$ cat config.mk
export PLATFORM = sky130hd
export DESIGN_NAME = regfile_write_sched
export DESIGN_NICKNAME = d
export VERILOG_FILES = /design/src/rtl/regfile_write_sched.sv
export SDC_FILE = /design/constraint.sdc
export NUM_CORES = 1
export LEC_CHECK = 0
export BUFFER_PORTS_ARGS = -buffer_cell sky130_fd_sc_hd__clkbuf_2
export CORE_UTILIZATION = 40
export CTS_CLUSTER_DIAMETER = 100
export CTS_CLUSTER_SIZE = 28
export DETAILED_ROUTE_END_ITERATION = 12
export PLACE_DENSITY = 0.71
export SYNTH_ARGS = -nofsm -noshare
export SYNTH_HDL_FRONTEND = slang
export SYNTH_SLANG_ARGS = --single-unit
$ cat constraint.sdc
create_clock -name clk -period 2.1 [get_ports clk]
set_clock_uncertainty 0.1 [all_clocks]
set_input_delay 0.105 -clock clk [delete_from_list [all_inputs] [get_ports clk]]
set_output_delay 0.105 -clock clk [all_outputs]
set_load 0.005 [all_outputs]
$ cat src/rtl/regfile_write_sched.sv
// Round-robin scheduler sharing the register file write port among NREQ requesters.
// Optional macro REG0_DISCARD_EN: writes to register 0 are accepted but silently consumed.
module regfile_write_sched #(
   parameter int NREQ   = 2,
   parameter int DATA_W = 32
) (
   input  logic                   clk,
   input  logic                   rst_n,
   input  logic [NREQ-1:0]        req_valid,
   output logic [NREQ-1:0]        req_ready,
   input  logic [NREQ*5-1:0]      req_addr,
   input  logic [NREQ*DATA_W-1:0] req_data,
   input  logic                   wr_stall,
   output logic                   wr_en,
   output logic [31:0]            wr_sel,
   output logic [DATA_W-1:0]      wr_data,
   output logic [1:0]             wr_gnt_id,
   output logic                   wr_ovr
);

`ifdef REG0_DISCARD_EN
   localparam bit DISCARD_R0 = 1'b1;
`else
   localparam bit DISCARD_R0 = 1'b0;
`endif

   logic              wr_en_q;
   logic [31:0]       wr_sel_q;
   logic [DATA_W-1:0] wr_data_q;
   logic [1:0]        wr_gnt_id_q;
   logic              wr_ovr_q;
   logic [1:0]        ptr_q;

   logic [4:0]        addr_a [4];
   logic [DATA_W-1:0] data_a [4];
   logic [3:0]        valid_pad;
   logic [3:0]        rdy_pad;
   logic [1:0]        win;
   logic [1:0]        idx;
   logic [1:0]        ptr_d;
   logic              found;
   logic              free;
   logic              xfer;
   logic              discard;
   logic [4:0]        win_addr;

   // Pad per-requester slices out to four entries so the winner index is always in range.
   for (genvar g = 0; g < 4; g++) begin : g_slice
      if (g < NREQ) begin : g_used
         assign addr_a[g] = req_addr[5*g +: 5];
         assign data_a[g] = req_data[DATA_W*g +: DATA_W];
      end else begin : g_unused
         assign addr_a[g] = '0;
         assign data_a[g] = '0;
      end
   end

   assign valid_pad = 4'(req_valid);

   always_comb begin
      win   = '0;
      found = 1'b0;
      idx   = '0;
      for (int k = 0; k < NREQ; k++) begin
         idx = 2'((int'(ptr_q) + k) % NREQ);
         if (!found && valid_pad[idx]) begin
            found = 1'b1;
            win   = idx;
         end
      end
   end

   assign free     = !wr_en_q || !wr_stall;
   assign xfer     = found && free && rst_n;
   assign win_addr = addr_a[win];
   assign discard  = DISCARD_R0 && (win_addr == 5'd0);
   assign ptr_d    = 2'((int'(win) + 1) % NREQ);

   always_comb begin
      rdy_pad = '0;
      if (xfer) rdy_pad[win] = 1'b1;
   end

   assign req_ready = rdy_pad[NREQ-1:0];

   always_ff @(posedge clk or negedge rst_n) begin
      if (!rst_n) begin
         wr_en_q     <= 1'b0;
         wr_sel_q    <= '0;
         wr_data_q   <= '0;
         wr_gnt_id_q <= '0;
         wr_ovr_q    <= 1'b0;
         ptr_q       <= '0;
      end else if (xfer) begin
         ptr_q <= ptr_d;
         if (discard) begin
            // Slot was free, so any presented write retires this cycle.
            wr_en_q  <= 1'b0;
            wr_sel_q <= '0;
         end else begin
            wr_en_q     <= 1'b1;
            wr_sel_q    <= 32'd1 << win_addr;
            wr_data_q   <= data_a[win];
            wr_gnt_id_q <= win;
            if (win_addr == 5'd0) wr_ovr_q <= 1'b1;
         end
      end else if (wr_en_q && !wr_stall) begin
         wr_en_q  <= 1'b0;
         wr_sel_q <= '0;
      end
   end

   assign wr_en     = wr_en_q;
   assign wr_sel    = wr_sel_q;
   assign wr_data   = wr_data_q;
   assign wr_gnt_id = wr_gnt_id_q;
   assign wr_ovr    = wr_ovr_q;

endmodule

==> metrics.yaml <==
outcome:
  status: "complete, no violations"
finish:
  fillCellCount: 582
  drive_gt1_share_pct: 32.8
  area_growth_pct: 54.7
  layout.nets: 613
  diodes: 0
  design_area_um2: 4810
  multiInputGateArea_um2: 1270
  seqCellArea_um2: 1700
timing:
  rsz0062_at_grt: "no"
  period_share_pct: 88.9
  fin_ws_ps: 234
  setup_viol: 0
  worst_pin_slew_ps: 853
  hold_viol: 0
  relSlewSlack_pct: 43.1
  fmax_mhz: 536
  drv_slew: 0
  finalCriticalPeriod_ps: 1870
  tns_ps: 0
clock_network:
  clkTransAtPathRegs_ps: 70
  cts-buffers-inserted: 9
  clock-root-buffer: "clkbuf_8"
  htree_levels: 3
  cts_sinks: 68
  clock_path_buffers: 2
  clock_latency_ps: 340
  cts_tree: "built"
die:
  num_io_pins: 149
  die_x_um: 90.2
  fp.dieArea_um2: 8130
  num_rows: 31
  start_util_pct: 42.2
  core_area_um2: 7370
  die_h_um: 90.2
detailed_routing:
  wire_per_inst_um: 14.9
  dr.pass1.iters: 4
  routed_wl_mm: 9.53
  viasPerCell: 5.13
  vias: 3271
  drt_iter0_drc: 208
  ant_nets: 0
  drc: 0
grt:
  antenna_found_initial: 0
  grt_pass1_vias: 3330
  grt_max_degree: 70
  grt.total_usage_pct: 24.7
  grt.overflow.total: 0
  grt_pass1_wl_mm: 15.9
synth:
  synthCells: 324
  synth_xor_area_share_pct: 0
  synth_mux_area_share_pct: 0.684
  syn_area_um2: 3110
  synth_common_cells: "nand2_1, dfrtp_1, nor2_1"
  synth_compound_area_share_pct: 20.8
  synth_top_cell_by_area: "dfrtp_1"
  synthAdderAreaFrac_pct: 0
  syn_avg_cell_area_um2: 9.60
  yosysMostFrequentCell: "nand2_1"
  synth-seq-area-share_pct: 54.7
  ys_types: 34
  async_flop_share_pct: 100
  synthesis.nets: 403
  yosys_warnings: 0
  synthTopCellsByArea: "dfrtp_1, nand2_1, a31oi_1"
  synth_top_family_by_area: "compound AO/OA/AOI/OAI gates"
  synth-simple-area-share_pct: 19.1
  yosysTopAreaCellShare_pct: 54.7
  synth_edf_count: 0
  synth_flop_cell: "dfrtp_1"
  ys_ff_latch: 68
worst_setup_path:
  crit_buf_inv: 2
  worstSetupStartpointType: "flip-flop"
  crit_chain: "nor2b_2 -> nor2_2 -> buf_4 -> nor2_1 -> clkbuf_2"
  reg2reg_to: "wr_data[3]"
  cp.required_ps: 1890
  cp_top_family: "simple AND/OR/NAND/NOR gates"
  slowest_delay_ps: 400
  worst-setup-path-type: "flip-flop to output pin"
  critical_path.max_fanout: 33
  worstPathArrival_ps: 1660
  critPathCaptureType: "output pin"
  critPathSlowestCell: "dfrtp_1"
  reg2reg_slack_ps: 440
  r2r_cells: 5
  r2r_start: "ptr_q[0]"
placement:
  hpwl_mm: 5.87
  place_area_um2: 3910
  port_buffers: 147
  pre_cts_ws_ps: 417
  gp_congestion: 0.800
hold_path:
  worstHoldPathType: "input port to flip-flop"
  min_to: "wr_sel[31]"
  holdCritStartpoint: "req_addr[0]"
  worstHoldPathCells: 4
pwr:
  p_leak_nw: 2.36
  finalPower_mw: 3.51
  peakVddDrop_uv: 500
  powerDensity_nw_per_um2: 730
job:
  maxCapViolCount: 0
[how the worst max path moves through the flow]
stage	slack, ps	depth (start not counted)	end	from
global placement	490	5	wr_sel[25]	ptr_q[0]
CTS	110	5	req_ready[0]	ptr_q[0]
global route	120	5	req_ready[0]	ptr_q[0]
floorplan	610	4	wr_sel[0]	ptr_q[0]
detailed placement	420	6	wr_data[29]	req_valid[1]
finish	230	5	req_ready[0]	ptr_q[0]
[cell type report]
type	count	area share, %
repair buffers	222	30.7
clock inverters	6	1.82
inverters	2	0.156
clock buffers	10	2.86
multi-input cells	231	26.5
well taps	99	2.57
flip-flops and latches	68	35.4
[cells by family (layout without fill, tap and decap cells)]
group                  count (synthesis)  in the layout
other                                  1              1
multiplexers                           2              2
AND/OR/NAND/NOR                      137            137
flip-flops                            68             68
AO/OA/AOI/OAI                         91             91
buffers and inverters                 25            240
[through the flow]
step | util, % | instances | hold WS, ps
final | 65.3 | 638 | 149
after global routing | 65.3 | 638 | 188
after CTS | 65.2 | 638 | 134
after detailed placement | 53.1 | 555 | 247
after global placement | 53.1 | 555 | 240
after floorplan | - | 324 | -291
[report_power, final]
part | total, mW | switching (mW) | internal (mW)
combinational | 0.767 | 0.392 | 0.375
clock | 1.20 | 0.502 | 0.701
sequential | 1.54 | 0.0884 | 1.46
[metal layers]
layer / routed length [µm] / up-vias / share of wire [%] / global-route usage, %
met5: 0 / - / 0 / 0
met4: 343 / 0 / 3.6 / 13.2
met3: 360 / 36 / 3.8 / 4.23
met2: 4780 / 123 / 50 / 42.3
met1: 4050 / 1541 / 42 / 29.5
li1: - / 1571 / - / -
[repair_timing]
action	4_1_cts	5_1_grt
hold buffers	67	0
endpoints found under the hold margin	101	0
buffers inserted	0	0
endpoints found under the setup margin	0	1
gates resized for setup	0	1
[sequential cells by signal, summed over array words and instances, names as in the netlist]
name / cells
wr_gnt_id: 1
wr_sel: 32
ptr_q: 1
wr_en: 1
wr_data: 32
wr_ovr: 1
[layout by cell type, fill, tap and decap left out, types with 2 or more instances in the layout]
master / instances
clkbuf_2: 146
clkinv_4: 2
bufinv_16: 2
o21ai_0: 2
nand4b_1: 3
clkbuf_8: 10
nand2b_1: 4
nand4_1: 2
a22o_1: 16
nor3_1: 3
a21oi_1: 7
dfrtp_1: 68
dlygate4sd3_1: 67
nor2_1: 40
clkinv_2: 2
o21a_1: 3
a21o_1: 2
o2bb2ai_1: 16
buf_4: 7
a31oi_1: 32
o21ai_1: 8
nor3b_1: 4
inv_1: 2
nand3b_1: 4
nand3_1: 3
nand2_1: 70
[worst reg2reg max path, cell delays in order, from the launching register on]
cell and delay (ps):
dfrtp_1 380, nor2b_2 80, nor2_2 230, buf_4 390, nand2_1 160, a31oi_1 230
Power figures use the tool's default switching activity.
